## config.mk

```make
export PLATFORM = sky130hd
export DESIGN_NAME = histogram_derivative_stream
export DESIGN_NICKNAME = d
export VERILOG_FILES = /design/src/rtl/hist_pkg.sv /design/src/rtl/hist_extrema_tracker.sv /design/src/rtl/histogram_derivative_stream.sv
export SDC_FILE = /design/constraint.sdc
export NUM_CORES = 1
export LEC_CHECK = 0
export CORE_AREA = 2 2 109 79
export DETAILED_ROUTE_END_ITERATION = 7
export DIE_AREA = 0 0 111 81
export GPL_TIMING_DRIVEN = 0
export PLACE_DENSITY = 0.59
export SETUP_SLACK_MARGIN = 0.15
export SLEW_MARGIN = 20
export SYNTH_ARGS = -nofsm -noshare
export SYNTH_HDL_FRONTEND = slang
export SYNTH_SLANG_ARGS = --single-unit
```

## constraint.sdc

```tcl
create_clock -name i_clk -period 3.45 [get_ports i_clk]
set_input_delay 1.035 -clock i_clk [delete_from_list [all_inputs] [get_ports i_clk]]
set_output_delay 1.035 -clock i_clk [all_outputs]
set_load 0.01 [all_outputs]
```

## src/rtl/hist_pkg.sv

```systemverilog
// Shared defaults, derivative type and FSM state encoding for the histogram derivative stream.
package hist_pkg;

    localparam int NUM_BINS_DEFAULT = 256;
    localparam int COUNT_W_DEFAULT  = 16;

    // One extra bit so the difference of two unsigned counts never wraps
    typedef logic signed [COUNT_W_DEFAULT:0] deriv_t;

    typedef enum logic {
        S_FIRST = 1'b0,
        S_RUN   = 1'b1
    } state_t;

endpackage

```

## src/rtl/hist_extrema_tracker.sv

```systemverilog
// Running max/min of the per-bin derivative, reported once per frame.
// Only instantiated when HIST_DERIV_EXTREMA_EN is defined.
module hist_extrema_tracker #(
    parameter int DERIV_W = 17,
    parameter int IDX_W   = 8
) (
    input  logic                      clk,
    input  logic                      rst,
    input  logic                      accept,
    input  logic                      in_run,
    input  logic                      first,
    input  logic                      frame_end,
    input  logic signed [DERIV_W-1:0] deriv,
    input  logic [IDX_W-1:0]          idx,
    output logic                      ext_valid,
    output logic signed [DERIV_W-1:0] max_deriv,
    output logic [IDX_W-1:0]          max_idx,
    output logic signed [DERIV_W-1:0] min_deriv,
    output logic [IDX_W-1:0]          min_idx
);

    logic signed [DERIV_W-1:0] run_max, run_min, cand_max, cand_min;
    logic [IDX_W-1:0]          run_max_idx, run_min_idx, cand_max_idx, cand_min_idx;

    // Strict compares keep the earliest index on ties; bin 1 seeds the tracker
    always_comb begin
        cand_max     = run_max;
        cand_max_idx = run_max_idx;
        cand_min     = run_min;
        cand_min_idx = run_min_idx;
        if (first || deriv > run_max) begin
            cand_max     = deriv;
            cand_max_idx = idx;
        end
        if (first || deriv < run_min) begin
            cand_min     = deriv;
            cand_min_idx = idx;
        end
    end

    always_ff @(posedge clk) begin
        if (rst) begin
            run_max     <= '0;
            run_max_idx <= '0;
            run_min     <= '0;
            run_min_idx <= '0;
            ext_valid   <= 1'b0;
            max_deriv   <= '0;
            max_idx     <= '0;
            min_deriv   <= '0;
            min_idx     <= '0;
        end else begin
            ext_valid <= 1'b0;
            if (accept && in_run) begin
                run_max     <= cand_max;
                run_max_idx <= cand_max_idx;
                run_min     <= cand_min;
                run_min_idx <= cand_min_idx;
            end
            if (accept && frame_end) begin
                ext_valid <= 1'b1;
                if (in_run) begin
                    max_deriv <= cand_max;
                    max_idx   <= cand_max_idx;
                    min_deriv <= cand_min;
                    min_idx   <= cand_min_idx;
                end else begin
                    max_deriv <= '0;
                    max_idx   <= '0;
                    min_deriv <= '0;
                    min_idx   <= '0;
                end
            end
        end
    end

endmodule

```

## src/rtl/histogram_derivative_stream.sv

```systemverilog
// Streaming first difference of histogram bins with a single registered output stage.
// Optional per-frame extrema report enabled by HIST_DERIV_EXTREMA_EN.
//
// state   | meaning
// S_FIRST | next accepted bin is index 0, derivative forced to 0
// S_RUN   | bins 1..end, derivative is bin minus previous bin
module histogram_derivative_stream
    import hist_pkg::*;
#(
    parameter int  NUM_BINS = NUM_BINS_DEFAULT,
    parameter int  COUNT_W  = COUNT_W_DEFAULT,
    localparam int IDX_W    = $clog2(NUM_BINS),
    localparam int DERIV_W  = COUNT_W + 1
) (
    input  logic                      i_clk,
    input  logic                      i_rst,
    input  logic                      i_valid,
    output logic                      o_ready,
    input  logic [COUNT_W-1:0]        i_bin,
    input  logic                      i_last,
    output logic                      o_valid,
    input  logic                      i_ready,
    output logic signed [DERIV_W-1:0] o_deriv,
    output logic [IDX_W-1:0]          o_index,
    output logic                      o_last,
`ifdef HIST_DERIV_EXTREMA_EN
    output logic                      o_ext_valid,
    output logic signed [DERIV_W-1:0] o_max_deriv,
    output logic [IDX_W-1:0]          o_max_idx,
    output logic signed [DERIV_W-1:0] o_min_deriv,
    output logic [IDX_W-1:0]          o_min_idx,
`endif
    output logic                      o_frame_err
);

    state_t                    state, state_d;
    logic [COUNT_W-1:0]        prev, prev_d;
    logic [IDX_W-1:0]          idx, idx_d;
    logic signed [DERIV_W-1:0] deriv_d;
    logic                      accept, at_end_idx, frame_end, len_err;

    assign o_ready = !o_valid || i_ready;

    always_comb begin
        accept     = i_valid && o_ready;
        at_end_idx = (idx == IDX_W'(NUM_BINS - 1));
        frame_end  = i_last || at_end_idx;
        // Length is wrong whenever exactly one of the two frame-end causes fires
        len_err    = i_last ^ at_end_idx;
        state_d    = state;
        idx_d      = idx;
        prev_d     = prev;
        deriv_d    = '0;
        if (state == S_RUN)
            deriv_d = $signed({1'b0, i_bin}) - $signed({1'b0, prev});
        if (accept) begin
            prev_d = i_bin;
            if (frame_end) begin
                state_d = S_FIRST;
                idx_d   = '0;
            end else begin
                state_d = S_RUN;
                idx_d   = idx + IDX_W'(1);
            end
        end
    end

    always_ff @(posedge i_clk) begin
        if (i_rst) begin
            state <= S_FIRST;
            idx   <= '0;
            prev  <= '0;
        end else begin
            state <= state_d;
            idx   <= idx_d;
            prev  <= prev_d;
        end
    end

    always_ff @(posedge i_clk) begin
        if (i_rst) begin
            o_valid     <= 1'b0;
            o_deriv     <= '0;
            o_index     <= '0;
            o_last      <= 1'b0;
            o_frame_err <= 1'b0;
        end else begin
            o_frame_err <= accept && len_err;
            if (accept) begin
                o_valid <= 1'b1;
                o_deriv <= deriv_d;
                o_index <= idx;
                o_last  <= frame_end;
            end else if (i_ready) begin
                o_valid <= 1'b0;
            end
        end
    end

`ifdef HIST_DERIV_EXTREMA_EN
    hist_extrema_tracker #(
        .DERIV_W (DERIV_W),
        .IDX_W   (IDX_W)
    ) u_extrema (
        .clk       (i_clk),
        .rst       (i_rst),
        .accept    (accept),
        .in_run    (state == S_RUN),
        .first     (idx == IDX_W'(1)),
        .frame_end (frame_end),
        .deriv     (deriv_d),
        .idx       (idx),
        .ext_valid (o_ext_valid),
        .max_deriv (o_max_deriv),
        .max_idx   (o_max_idx),
        .min_deriv (o_min_deriv),
        .min_idx   (o_min_idx)
    );
`endif

endmodule

```

=== Yosys cells after proc, flatten, opt, wreduce, memory -nomap -nowiden ===
Index checks and enable logic that the tools add are counted.

* Logic and storage cells: 23
* Flip-flop bits (word level): 53
* Output and inout bits: 29
* Bits of input ports: 21

* $add $sub $neg: 2
* Reductions and logical operators: 6
* Multiplexer cells: 5
* Bitwise logic cells: 1
* Equal/unequal tests: 1

{| class="wikitable"
|+ Operator list
! operator !! count
|-
| $mux 17 || 1
|-
| $sub 16x16->17 || 1
|-
| $add 8x1->8 const B || 1
|-
| $eq 8x8->1 const B || 1
|-
| $mux 8 || 1
|-
| $mux 1 || 3
|-
| $logic_and 1x1->1 || 2
|-
| $logic_or 1x1->1 || 2
|-
| $reduce_bool 2->1 || 1
|-
| $logic_not 1->1 || 1
|-
| $xor 1x1->1 || 1
|}

=== Longest topological paths before layout ===
* Depth after elaboration: 4
* Depth in mapped cells: 9

=== Worst setup path after synthesis ===
OpenSTA, ideal clock, no wires.

* Path type: input-to-reg
* From: in i_bin[0]
* To: reg o_deriv[16]
* Data required time: 3333 ps
* Setup slack: 699 ps
* Arrival: 2634 ps
* Stages on the path: 9
* Library setup time: 117 ps
* Path through: inv_1 ha_1 fa_1 nand2b_1 a21oi_1 o21ai_0 a21oi_1 nand3_1 a32o_1

* Word-level cells in the longest chain between the ends: 2

{| class="wikitable"
|+ Ends and longest elaborated chain
! item !! RTL line !! source
|-
| from (decl) || histogram_derivative_stream.sv:19 || <nowiki>input logic [COUNT_W-1:0] i_bin,</nowiki>
|-
| $sub 16x16->17 || histogram_derivative_stream.sv:55 || <nowiki>deriv_d = $signed({1'b0, i_bin}) - $signed({1'b0, prev});</nowiki>
|-
| $mux 17 || histogram_derivative_stream.sv:54 || <nowiki>if (state == S_RUN)</nowiki>
|-
| to (signal assigned) || histogram_derivative_stream.sv:91 || <nowiki>o_deriv <= deriv_d;</nowiki>
|-
| to (decl) || histogram_derivative_stream.sv:23 || <nowiki>output logic signed [DERIV_W-1:0] o_deriv,</nowiki>
|}

Every way passes these cells.
A chain may end at the register's enable or synchronous reset.

=== Final worst setup path ===
* From: in i_ready
* To: out o_ready

* Word-level cells in the longest chain between the ends: 1

{| class="wikitable"
|+ Ends and longest elaborated chain
! item !! RTL line !! source
|-
| from (decl) || histogram_derivative_stream.sv:22 || <nowiki>input logic i_ready,</nowiki>
|-
| $logic_or 1x1->1 || histogram_derivative_stream.sv:42 || <nowiki>assign o_ready = !o_valid || i_ready;</nowiki>
|-
| to (decl) || histogram_derivative_stream.sv:18 || <nowiki>output logic o_ready,</nowiki>
|}

Every way passes these cells.

==> results.cfg <==
[placed_design]
place_hpwl_mm = 4.831
placed_cells = 480
gp_congestion = 0.8696
place_ws_ns = -0.1822
portBuffers = 49

[synth]
synth_cell_type_count = 39
synth_area_um2 = 2640
synthFlopType = dfxtp_1
yosysSeqAreaShare = 0.4019
avgSynthCellArea_um2 = 8.098
async_reset_ff_frac = 0
synth_edf_count = 0
ys_ff_latch = 53
syn-instance-count = 326
syn_nets = 367
yosys_warnings = 0

[setup_path]
cp-end-kind = output pin
cpPeakStageDelay_ns = 0.57
path_common_cell = clkdlybuf4s50_1
cp_cell_sequence = clkdlybuf4s50_1 > nand2b_1 > clkdlybuf4s50_1
worst-path-buf-inv = 2
cp_data_required_time_ns = 2.41
crit_arrival_ns = 2.23
crit_fanout = 5
cp_slowest_cell = clkdlybuf4s50_1
crit_family = buffers and inverters
critical_path_class = in2out
reg2reg_depth = 8
startpoint_type = input port
crit_cells = 3

[floorplanning]
initial_core_util = 0.3262
chipWidth_um = 111
row_count = 28
ios = 50
coreArea_um2 = 8093
die_height_um = 81
die_area_um2 = 8991

[drt]
drt_iter0_markers = 107
viasPerCell = 4.898
drc = 0
dr_total_vias = 2390
wl_per_cell_um = 13.11
firstDrtPassIters = 4
ant_nets = 0
routed_wl_mm = 6.400

[layout]
syn2layout_area_growth_pct = 29.15
antennaDiodeCount = 0
layout.nets = 423
final_core_util = 0.4213
final_cell_mix = nand2_1 (65), dfxtp_1 (53), clkdlybuf4s50_1 (49)
final_cells = 488
drive_gt1_frac = 0.04178
final_common_cell = nand2_1

[cts]
clk_path_buf_depth = 2
root_buffer = clkbuf_16
numCtsBuffers = 5
cts_sinks = 53
cts_tree = yes
cts_hold_buf = 0
clock_latency_ns = 0.28
htree_levels = 2
path_clk_slew_ns = 0.07

[global_routing]
grt_max_degree = 15
gr-usage-all-layers = 0.1417
first_global_vias = 2231
overflow = 0
grt_pass1_wl_mm = 10.29
antenna_found_initial = 0

[timing]
period_needed_ns = 3.267
max_freq_mhz = 306.1
tightest_slew_ns = 0.8215
rsz0062_at_grt = no
slew_viol_final = 0
setup_ws_ns = 0.1834
hold_viol = 0
whs_ns = 0.4540
finalSetupViolCount = 0
slew_headroom = 0.4503
finClkSkew_ns = 0.004347
fin_crit_sh = 0.9468

[flow_run]
maxCapViolations = 0

[power]
ir_drop_v = 0.0002439
total_power_mw = 1.410
leakage_nw = 1.268
power.density_nw_per_um2 = 413.6

[worst_hold_path]
min_path_type = reg2reg
whs_path_depth = 2

[run_status]
status = completed
-- cell families after synthesis --
logic type | after synthesis | share of synthesized area
AOI/OAI and AO/OA | 90 | 0.2119
xor gates and xnor gates | 12 | 0.03981
adders and majority gates | 20 | 0.09763
buffers and inverters | 33 | 0.04739
DFF | 53 | 0.4019
and+or+nand+nor | 118 | 0.2014
-- registers in the layout, indices dropped and copies added, names as in the netlist --
signal and flops:
prev 16, o_last 1, o_frame_err 1, o_deriv 17, o_valid 1, state 1, o_index 8, idx 8
-- synth_stat cells (5+ instances only) --
cell | instances | area (um^2)
a21oi_1 | 48 | 240.2
xor2_1 | 7 | 61.31
o21ai_0 | 9 | 45.04
a32o_1 | 6 | 60.06
inv_1 | 22 | 82.58
nor2_1 | 19 | 71.32
clkbuf_1 | 10 | 37.54
dfxtp_1 | 53 | 1061
or3_1 | 5 | 31.28
nand4_1 | 6 | 37.54
nand2_1 | 65 | 244.0
xnor2_1 | 5 | 43.79
nand2b_1 | 6 | 37.54
ha_1 | 19 | 237.7
a21o_1 | 5 | 37.54
-- power by group --
group,internal (mW),switching (mW),leakage (nW)
registers,0.634,0.0135,0.432
logic,0.124,0.154,0.771
clock network,0.271,0.214,0.0652
-- worst paths after layout --
check | start | endpoint | slack, ns
worst max-delay path | i_ready | o_ready | 0.18
worst min-delay path | o_deriv[2] | o_deriv[2] | 0.45
worst max register to register | prev[0] | o_deriv[16] | 1.28
worst min register to register | o_deriv[2] | o_deriv[2] | 0.45
-- timing repair --
item,4_1_cts,5_1_grt
buffers inserted,0,0
endpoints found under the setup margin,1,3
cloned,0,0
pin swaps,0,1
resized for setup,2,2
-- metal layers --
metal	GRT usage	part of all wire	routed length, um	up-vias
li1	-	-	-	1240
met1	0.1920	0.52	3355	1105
met2	0.2337	0.43	2729	40
met3	0.03284	0.044	284	5
met4	0.03000	0.0047	30	0
met5	0	0	0	-
-- cell type report --
cell class | count | area (um^2)
tap | 105 | 131.4
sequential | 53 | 1061
fill | 820 | 4683
timing repair buffer | 49 | 490.5
clock buffer | 8 | 136.4
multi-input combinational | 240 | 1465
buffer | 11 | 42.54
inverter | 22 | 82.58
-- worst min-delay path, stage by stage, from the launching register on --
cell     delay, ns
dfxtp_1       0.31
nand2_1       0.05
a21oi_1       0.05
-- stage by stage --
stage	TNS [ns]	instance area (um^2)
2_1_floorplan	0	2640
3_3_place_gp	-0.1962	3262
3_5_place_dp	-0.4167	3262
4_1_cts	0	3402
5_1_grt	0	3410
6_report	0	3410
(Power assumes the default switching activity.)
